[src/rtl/sequence_generator.sv]
// Serial pattern transmitter: loads a word over valid/ready and shifts it out MSB-first with optional repeats.
// Optional even-parity bit after each frame when SEQ_GEN_PARITY_EN is defined.
module sequence_generator #(
    parameter int WIDTH = 8,
    parameter int LEN_W = 4,
    parameter int REP_W = 4
) (
    input  logic             clk,
    input  logic             reset,
    input  logic             load_valid,
    output logic             load_ready,
    input  logic [WIDTH-1:0] load_data,
    input  logic [LEN_W-1:0] load_len,
    input  logic [REP_W-1:0] load_repeat,
    output logic             serialOutput,
    output logic             bit_valid,
    output logic             busy,
    output logic             done
);

    // state  | meaning
    // IDLE   | waiting for a load, load_ready=1, outputs 0
    // SEND   | frame bit r_idx of r_data on serialOutput
    // PARITY | parity bit of the frame just sent (parity build only)
`ifdef SEQ_GEN_PARITY_EN
    typedef enum logic [1:0] {IDLE = 2'd0, SEND = 2'd1, PARITY = 2'd2} state_t;
    localparam bit PAR_EN = 1'b1;
`else
    typedef enum logic {IDLE = 1'b0, SEND = 1'b1} state_t;
    localparam bit PAR_EN = 1'b0;
`endif

    localparam logic [LEN_W-1:0] LEN_MAX = LEN_W'(WIDTH);
    localparam logic [LEN_W-1:0] LEN_ONE = LEN_W'(1);
    localparam logic [REP_W-1:0] REP_ONE = REP_W'(1);

    state_t             r_state, w_state_nxt;
    logic [WIDTH-1:0]   r_data;
    logic [LEN_W-1:0]   r_len;
    logic [LEN_W-1:0]   r_idx, w_idx_nxt;
    logic [REP_W-1:0]   r_rep, w_rep_nxt;
    logic               r_bit, r_valid, r_busy, r_done, r_ready;
    logic               w_bit_nxt, w_valid_nxt, w_done_nxt;
    logic               w_accept, w_frame_end;
    logic [LEN_W-1:0]   w_len_eff, w_len_m1;
    logic [WIDTH-1:0]   w_load_shift, w_cur_shift, w_restart_shift;

    // Out-of-range lengths (0 or above WIDTH) fall back to a full-width frame.
    assign w_len_eff       = (load_len == '0 || load_len > LEN_MAX) ? LEN_MAX : load_len;
    assign w_len_m1        = w_len_eff - LEN_ONE;
    assign w_load_shift    = load_data >> w_len_m1;
    assign w_cur_shift     = r_data >> (r_idx - LEN_ONE);
    assign w_restart_shift = r_data >> (r_len - LEN_ONE);

`ifdef SEQ_GEN_PARITY_EN
    logic             r_par;
    logic [WIDTH-1:0] w_mask;
    logic             w_par;
    assign w_mask = ~({WIDTH{1'b1}} << w_len_eff);
    assign w_par  = ^(load_data & w_mask);
`endif

    always_comb begin
        w_state_nxt = r_state;
        w_idx_nxt   = r_idx;
        w_rep_nxt   = r_rep;
        w_bit_nxt   = 1'b0;
        w_valid_nxt = 1'b0;
        w_done_nxt  = 1'b0;
        w_accept    = 1'b0;
        w_frame_end = 1'b0;
        case (r_state)
            IDLE: begin
                if (load_valid) begin
                    w_accept    = 1'b1;
                    w_state_nxt = SEND;
                    w_idx_nxt   = w_len_m1;
                    w_rep_nxt   = load_repeat;
                    w_bit_nxt   = w_load_shift[0];
                    w_valid_nxt = 1'b1;
                    w_done_nxt  = !PAR_EN && w_len_eff == LEN_ONE && load_repeat == '0;
                end
            end
            SEND: begin
                if (r_idx != '0) begin
                    w_idx_nxt   = r_idx - LEN_ONE;
                    w_bit_nxt   = w_cur_shift[0];
                    w_valid_nxt = 1'b1;
                    w_done_nxt  = !PAR_EN && r_idx == LEN_ONE && r_rep == '0;
                end else begin
`ifdef SEQ_GEN_PARITY_EN
                    w_state_nxt = PARITY;
                    w_bit_nxt   = r_par;
                    w_valid_nxt = 1'b1;
                    w_done_nxt  = r_rep == '0;
`else
                    w_frame_end = 1'b1;
`endif
                end
            end
`ifdef SEQ_GEN_PARITY_EN
            PARITY: w_frame_end = 1'b1;
`endif
            default: w_state_nxt = IDLE;
        endcase

        // Repeat the frame back-to-back, or finish the transfer.
        if (w_frame_end) begin
            if (r_rep != '0) begin
                w_state_nxt = SEND;
                w_rep_nxt   = r_rep - REP_ONE;
                w_idx_nxt   = r_len - LEN_ONE;
                w_bit_nxt   = w_restart_shift[0];
                w_valid_nxt = 1'b1;
                w_done_nxt  = !PAR_EN && r_len == LEN_ONE && r_rep == REP_ONE;
            end else begin
                w_state_nxt = IDLE;
            end
        end
    end

    always_ff @(posedge clk) begin
        if (reset) begin
            r_state <= IDLE;
            r_data  <= '0;
            r_len   <= '0;
            r_idx   <= '0;
            r_rep   <= '0;
            r_bit   <= 1'b0;
            r_valid <= 1'b0;
            r_busy  <= 1'b0;
            r_done  <= 1'b0;
            r_ready <= 1'b1;
`ifdef SEQ_GEN_PARITY_EN
            r_par   <= 1'b0;
`endif
        end else begin
            r_state <= w_state_nxt;
            r_idx   <= w_idx_nxt;
            r_rep   <= w_rep_nxt;
            r_bit   <= w_bit_nxt;
            r_valid <= w_valid_nxt;
            r_done  <= w_done_nxt;
            r_busy  <= (w_state_nxt != IDLE);
            r_ready <= (w_state_nxt == IDLE);
            if (w_accept) begin
                r_data <= load_data;
                r_len  <= w_len_eff;
`ifdef SEQ_GEN_PARITY_EN
                r_par  <= w_par;
`endif
            end
        end
    end

    assign serialOutput = r_bit;
    assign bit_valid    = r_valid;
    assign busy         = r_busy;
    assign done         = r_done;
    assign load_ready   = r_ready;

endmodule

[config.mk]
export PLATFORM = sky130hd
export DESIGN_NAME = sequence_generator
export DESIGN_NICKNAME = d
export VERILOG_FILES = /design/src/rtl/sequence_generator.sv
export SDC_FILE = /design/constraint.sdc
export NUM_CORES = 1
export LEC_CHECK = 0
export CORE_UTILIZATION = 35
export CTS_CLUSTER_SIZE = 20
export DETAILED_ROUTE_END_ITERATION = 6
export PLACE_DENSITY = 0.52
export SLEW_MARGIN = 10
export SYNTH_ARGS = -nofsm -noshare
export SYNTH_HDL_FRONTEND = slang
export SYNTH_SLANG_ARGS = --single-unit
[constraint.sdc]
create_clock -name clk -period 2.4 [get_ports clk]
set_input_delay 0.24 -clock clk [delete_from_list [all_inputs] [get_ports clk]]
set_output_delay 0.24 -clock clk [all_outputs]
set_load 0.03 [all_outputs]
## After elaboration in Yosys (flattened, before gate mapping)

Index checks and enable logic that the tools add are counted.

| storage, ports and cells | value |
|---|---|
| output and inout port bits | 5 |
| logic and storage cells | 63 |
| input port bits | 19 |
| flip-flop bits (word level) | 25 |

| cells by class | value |
|---|---|
| bitwise gates (word level) | 2 |
| order comparisons | 1 |
| reductions and logical operators | 9 |
| eq/ne operators | 4 |
| multiplexer cells | 31 |
| add/sub/neg operators | 4 |
| shift operators | 3 |

Operators with widths:

| kind | number |
|---|---|
| 4-bit 2-to-1 mux | 9 |
| 8-bit by 4-bit >> shifter with 1-bit output | 3 |
| 1-bit 2-to-1 mux | 18 |
| 4-bit by 1-bit equality test with 1-bit output, second input constant | 4 |
| 4-bit by 1-bit subtractor with 4-bit output, second input constant | 4 |
| 4-bit zero test | 3 |
| 4-bit one-hot mux with 2 select lines | 1 |
| 4-bit nonzero test | 2 |
| 1-bit one-hot mux with 2 select lines | 3 |
| 4-bit > comparator, second input constant | 1 |
| 1-bit logical AND | 3 |
| 1-bit NOT | 2 |
| 1-bit logical OR | 1 |

## Depth between registers and ports, before layout

| depth | value |
|---|---|
| word-level depth | 9 |
| gate-level depth with buffers | 8 |
| gate-level depth less buffers | 7 |

## Least setup slack after synthesis

No wires, ideal clock.

| timing | value |
|---|---|
| path type | reg-to-reg |
| start point | register r_idx[0] |
| end point | register r_bit, in the netlist serialOutput |
| cell stages (with the launch flop) | 9 |
| required time | 2266 ps |
| setup time | 134 ps |
| clock period less this slack | 1694 ps |
| slack | 706 ps |
| arrival time | 1560 ps |
| path through | dfxtp_1 -> buf_2 -> inv_1 -> ha_1 -> xnor2_1 -> a2111oi_0 -> a31oi_1 -> nand4_1 -> o311ai_1 |

| between the ends | value |
|---|---|
| cells in the longest elaborated chain, start to end | 6 |
| elaborated cells on any way between the ends | 9 |
| those cells by class | add/sub (1); shift (1); mux (6); reduce/logical (1) |

RTL lines:

| element | RTL line | source |
|---|---|---|
| start: declaration | 40 | `logic [LEN_W-1:0] r_idx, w_idx_nxt;` |
| start signal: assignment | 139 | `r_idx <= w_idx_nxt;` |
| 4-bit by 1-bit subtractor with 4-bit output | 52 | `assign w_cur_shift = r_data >> (r_idx - LEN_ONE);` |
| 8-bit by 4-bit >> shifter with 1-bit output | 52 |  |
| 1-bit 2-to-1 mux | 85 | `if (r_idx != '0) begin` |
| 1-bit one-hot mux with 2 select lines | 72 | `case (r_state)` |
| 1-bit 2-to-1 mux | 109 | `if (r_rep != '0) begin` |
| 1-bit 2-to-1 mux * | 108 | `if (w_frame_end) begin` |
| end signal: assignment | 141 | `r_bit <= w_bit_nxt;` |
| end: declaration | 42 | `logic r_bit, r_valid, r_busy, r_done, r_ready;` |

Every way passes the cells marked *; elsewhere a longest branch is shown, timed or not.
A chain may end at the register's enable or synchronous reset.

## Worst setup path after layout

| timing | value |
|---|---|
| start point | input load_len[3] |
| end point | register r_bit, in the netlist serialOutput |

| between the ends | value |
|---|---|
| cells in the longest elaborated chain, start to end | 9 |
| elaborated cells on any way between the ends | 10 |
| those cells by class | add/sub (1); order compare (1); shift (1); mux (5); reduce/logical (2) |

RTL lines:

| element | RTL line | source |
|---|---|---|
| start: declaration | 13 | `input logic [LEN_W-1:0] load_len,` |
| 4-bit > comparator / 4-bit zero test (equally long branches) | 49 | `assign w_len_eff = (load_len == '0 \|\| load_len > LEN_MAX) ? LEN_MAX : load_len;` |
| 1-bit logical OR * | 49 |  |
| 4-bit 2-to-1 mux * | 49 |  |
| via w_len_eff[0] | 45 | `logic [LEN_W-1:0] w_len_eff, w_len_m1;` |
| 4-bit by 1-bit subtractor with 4-bit output * | 50 | `assign w_len_m1 = w_len_eff - LEN_ONE;` |
| 8-bit by 4-bit >> shifter with 1-bit output * | 51 | `assign w_load_shift = load_data >> w_len_m1;` |
| 1-bit 2-to-1 mux * | 74 | `if (load_valid) begin` |
| 1-bit one-hot mux with 2 select lines * | 72 |  |
| 1-bit 2-to-1 mux | 109 |  |
| 1-bit 2-to-1 mux * | 108 |  |

Mark *: on every way through the listed nets, which the timed path passes. The rest lies on a longest branch.

==> flow_metrics.tcl <==
set metrics [dict create \
    status "completed" \
    worst_pin_slew_ns 0.691 \
    viasPerCell 5.32 \
    p_int_uw 777 \
    synth_cell_types 42 \
    nets 224 \
    dp_slack_ns 0.0954 \
    clock_skew_ns 0.00137 \
    critical_path.cell_chain "clkdlybuf4s50_1, nand2b_1, inv_1, ha_1, mux4_2, mux2i_1, o311ai_1" \
    cap_violations 0 \
    yosysSeqAreaShare_pct 33.8 \
    timing.critical_path.buf_inv 2 \
    cp.required_ns 2.53 \
    cts_buffers 3 \
    place_congestion 0.772 \
    drt-initial-drc-count 74 \
    cts_resized 0 \
    syn_to_final_growth_pct 22.4 \
    syn_area_um2 1480 \
    period_share_pct 84.1 \
    synthMuxAreaShare_pct 10.1 \
    die_y_um 67.1 \
    cp_slowest_stage_delay_ns 0.51 \
    cp_max_fo 3 \
    synth-simple-area-share_pct 19.8 \
    rsz0062_at_grt "no" \
    setup_viol 0 \
    fin_setup_tns_ns 0 \
    wl_per_cell_um 14.6 \
    hp-class "reg -> reg" \
    synth_top_family_by_area "simple AND/OR/NAND/NOR gates" \
    dp_hpwl_um 2760 \
    remaining_drc_errors 0 \
    track_usage_pct 18.1 \
    final_max_slew_viol_count 0 \
    finalHoldViolCount 0 \
    clock-sinks 25 \
    syn-num-nets 200 \
    cts_tree "done" \
    synth-edff-count 0 \
    synth_area_leaders "dfxtp_1 34%, ha_1 6.8%, nand2_1 6.1%" \
    clk_pin_slew_ns 0.09 \
    clockRootBuffer "clkbuf_8" \
    swShare_pct 34.7 \
    syn_area_per_cell_um2 8.56 \
    antenna_found_initial 0 \
    regArea_um2 500 \
    p_sw_uw 412 \
    final_cell_mix "25 x dfxtp_1, 24 x nand2_1, 23 x clkdlybuf4s50_1, 15 x nor2_1, 13 x a21oi_1" \
    initial_core_util_pct 36.8 \
    p_leak_uw 0.000664 \
    grt_pass1_vias 1226 \
    clk_latency_ns 0.27 \
    fill_cells 416 \
    p_per_area_nw_per_um2 656 \
    slowest_stage "mux4_2" \
    first_pass_iters 4 \
    slew_headroom_pct 53.8 \
    cts-htree-levels 1 \
    setup_ws_ns 0.382 \
    postCtsSetupBuffers 0 \
    critPathLaunchType "primary input" \
    share_comb_of_total_power_pct 35.9 \
    period_minus_slack_ns 2.02 \
    overflow 0 \
    io_buffer_count 23 \
    fmax_ghz 0.495 \
    ir_drop_v 0.000212 \
    die_area_um2 4500 \
    antenna_left 0 \
    rows 23 \
    die_w_um 67.1 \
    multi_input_area_um2 896 \
    crit_family "multiplexers" \
    end_kind "flip-flop" \
    clock_path_buffers 2 \
    holdBufCountCts 0 \
    ys_warn_count 0 \
    num_vias 1309 \
    critical_path_class "in -> reg" \
    cp_data_arrival_time_ns 2.15 \
    grt_max_degree 19 \
    synth-xor-area-share_pct 4.05 \
    holdWs_ns 0.479 \
    synth-compound-area-share_pct 19.8 \
    synth_seq_cells 25 \
    routed_wl_um 3590 \
    core-area_um2 4030 \
    drive_above_1_share_pct 9.69 \
    p_seq_share_pct 42.1 \
    ioPinCount 24 \
    diodes 0 \
    synthAdderAreaFrac_pct 6.76 \
    final_common_cell "dfxtp_1" \
    yosysTopAreaCellShare_pct 33.8 \
    grt_pass1_wl_um 6050 \
    synthCells 173 \
    synthArstFlopShare_pct 0 \
    pwr-share-clk_pct 22.0 \
    yosysTopAreaCell "dfxtp_1" \
    ys.flop_type "dfxtp_1" \
]
cell usage after synthesis (2+ instances only):
cell type,count
a2111oi_0,2
a211oi_1,9
a21o_1,2
a21oi_1,13
a221oi_1,2
a311oi_1,3
a31oi_1,5
buf_2,5
clkbuf_1,3
dfxtp_1,25
ha_1,8
inv_1,9
mux2i_1,7
mux4_2,3
nand2_1,24
nand2b_1,3
nand4_1,3
nor2_1,15
nor2b_1,2
nor3_1,5
xnor2_1,3
xor2_1,2
cells by family after synthesis:
family / Yosys count
mux: 11
buf+inv: 19
compound gates: 43
flops: 25
xor+xnor: 6
simple gates: 61
fa+ha+maj: 8
worst paths after layout:
| check | start | end | slack [ns] | cells after the start |
|---|---|---|---|---|
| setup / recovery | load_len[3] | serialOutput | 0.38 | 7 |
| hold / removal | r_data[0] | r_data[0] | 0.48 | 2 |
| setup reg to reg | r_len[0] | serialOutput | 0.56 | 7 |
| hold reg to reg | r_data[0] | r_data[0] | 0.48 | 2 |
power by group through the flow:
stage                     clock [uW]  sequential (uW)  combinational [uW]
after global placement             0              509                 422
final                            261              501                 427
after detailed placement           0              510                 427
after global routing             280              509                 477
after floorplan                    0              514                 300
after CTS                        264              500                 429
worst min-delay path, stage by stage, from the launching register on:
cell and delay [ns]:
dfxtp_1 0.33, nand2_1 0.06, a21oi_1 0.05
cell type report:
cell class                      count  area share, %
Multi-Input combinational cell    129           49.4
Tap cell                           50           3.45
Clock buffer                        4           2.48
Inverter                            9           1.86
Timing Repair Buffer               29           15.2
Sequential cell                    25           27.6
sequential cells by signal, summed over array words and instances (netlist names):
| name | count |
|---|---|
| r_data | 8 |
| r_idx | 4 |
| r_len | 4 |
| r_rep | 4 |
| bit_valid | 1 |
| busy | 1 |
| done | 1 |
| load_ready | 1 |
| serialOutput | 1 |
stage by stage:
stage	power (uW)	cell area, um^2	std cells	utilization [%]
CTS	1190	1810	246	45.0
global placement	932	1770	242	43.9
finish	1190	1810	246	45.0
floorplan	814	1480	173	-
global route	1270	1810	246	45.0
detailed placement	937	1770	242	43.9
per-layer routing:
metal	wire length (um)	vias to the layer above	global-route usage (%)	share of wire [%]
li1	-	677	-	-
met1	1840	601	25.9	51
met2	1590	27	27.8	44
met3	126	4	2.05	3.5
met4	36	0	6.12	1.0
met5	0	-	0	0
Power figures use the tool's default switching activity.
==> edit (config.mk and constraints unchanged) <==
Build with the macro `SEQ_GEN_PARITY_EN` defined.
--- a/src/rtl/sequence_generator.sv
+++ b/src/rtl/sequence_generator.sv
@@ -1,5 +1,7 @@
 // Serial pattern transmitter: loads a word over valid/ready and shifts it out MSB-first with optional repeats.
 // Optional even-parity bit after each frame when SEQ_GEN_PARITY_EN is defined.
+`define SEQ_GEN_PARITY_EN
+
 module sequence_generator #(
     parameter int WIDTH = 8,
     parameter int LEN_W = 4,
Formal check against the unedited RTL: not equivalent (Yosys sat finds a counterexample within 4 cycles, from zero or initial values and one cycle with reset high).
==> edit against the original RTL <==
- the flow now finishes with violations (DRC)
- clock power up 14%
- design area up 12%
- first-iteration DRC count down 22%
- setup slack worse by 0.043 ns
- wire length is 5.2% higher
- total power increased by 8.3%
- synthesized area grew 13%
- sequential cell count rose by 3
- sequential power up 10%
- critical path type unchanged
==> edit: results <==
metrics = {
    "run_status": {
        "status": "finished with violations",
        "violations": "DRC",
    },
    "worst_setup_path": {
        "cp_slowest_cell": "clkdlybuf4s50_1",
        "cp.arrival_ns": 2.27,
        "cp_slowest_stage_delay_ns": 0.62,
        "crit_fanout": 7,
        "worstRegToRegCells": 6,
        "rrSetupSlack_ns": 0.49,
        "timing.rr.start": "r_len[1]",
        "crit_family": "buffers and inverters",
    },
    "timing": {
        "max_slew_margin": 0.623,
    },
    "route": {
        "totalWireLength_mm": 3.78,
        "vias_per_cell": 5.30,
        "drcViolationCount": 2,
        "firstDrtPassIters": 7,
    },
    "global_route": {
        "grt_pass1_wl_mm": 6.45,
        "grt_max_degree": 17,
        "grtUsageTotal": 0.163,
        "grt_pass1_vias": 1473,
    },
    "logic_synthesis": {
        "synth_commonest_cells": "nand2_1 (32), dfxtp_1 (28), a21oi_1 (21)",
        "yosys.cell_types.count": 45,
        "syn_nets": 223,
        "ys_seq_area_frac": 0.336,
        "synth.area.top_cells": "dfxtp_1 (34%), mux4_2 (8.1%), nand2_1 (7.2%), a21oi_1 (6.3%), ha_1 (4.5%)",
    },
    "finish": {
        "drive_gt1_frac": 0.129,
        "layout.nets": 251,
        "fillers": 451,
    },
    "placement": {
        "place_area_sq_um": 1980,
        "dp.final_hpwl_mm": 3.04,
    },
    "power": {
        "power.switching_uw": 419,
        "leakage_uw": 0.000745,
    },
}
[edit: cell types whose count changed in the layout (fill, tap and decap cells not counted), moves of 4 or more]
cell	change
a211oi_1	-5
a21oi_1	+8
mux2i_1	-5
nand2_1	+8
nor2b_1	+7
o21ai_0	+4
[edit: metrics by stage]
step	hold slack (ns)	setup slack [ns]	power, uW	utilization	std cells
floorplan	0.376	0.510	868	-	198
global placement	0.456	0.150	999	0.444	273
detailed placement	0.459	0.0419	1000	0.444	273
CTS	0.474	0.330	1300	0.456	277
global route	0.497	0.254	1370	0.456	277
finish	0.475	0.339	1290	0.456	277
[edit: how the worst max path moves through the flow]
stage / cells past startpoint / end
finish: 10 / r_par
floorplan: 8 / serialOutput
global placement: 10 / r_par
CTS: 10 / r_par
detailed placement: 10 / r_par
global route: 10 / r_par
[edit: layout make-up]
| cell class | count | area (sq um) | area share |
|---|---|---|---|
| inverters | 10 | 37.5 | 0.0184 |
| well taps | 52 | 65.1 | 0.0319 |
| repair buffers | 32 | 298 | 0.146 |
| flip-flops and latches | 28 | 561 | 0.275 |
| multi-input cells | 151 | 1020 | 0.502 |
| clock buffers | 4 | 55.1 | 0.0270 |
[edit: tightest hold or removal path, stage by stage, from the launching register on]
cell,delay (ns)
dfxtp_1,0.33
nand2_1,0.05
a21oi_1,0.05
[edit: power groups by stage]
stage / registers [uW] / clock network, uW / logic, uW
floorplan: 578 / 0 / 290
global placement: 562 / 0 / 437
detailed placement: 563 / 0 / 441
CTS: 552 / 310 / 443
global route: 561 / 326 / 485
finish: 552 / 297 / 439
[edit: per-layer routing]
layer | vias to the layer above | GRT usage | wire length [um]
li1 | 753 | - | -
met1 | 684 | 0.203 | 1770
met2 | 24 | 0.288 | 1840
met3 | 7 | 0.0242 | 92
met4 | 0 | 0.0578 | 73
met5 | - | 0 | 0
[edit: cells by family (layout without fill, tap and decap cells)]
group                      Yosys count  after routing  share of synthesized area
adders and majority gates            7              7                     0.0510
AOI/OAI and AO/OA                   48             48                      0.196
buffers and inverters               19             46                     0.0510
xor gates and xnor gates             9              9                     0.0472
and+or+nand+nor                     78             78                      0.219
DFF                                 28             28                      0.336
muxes                                9              9                     0.0997
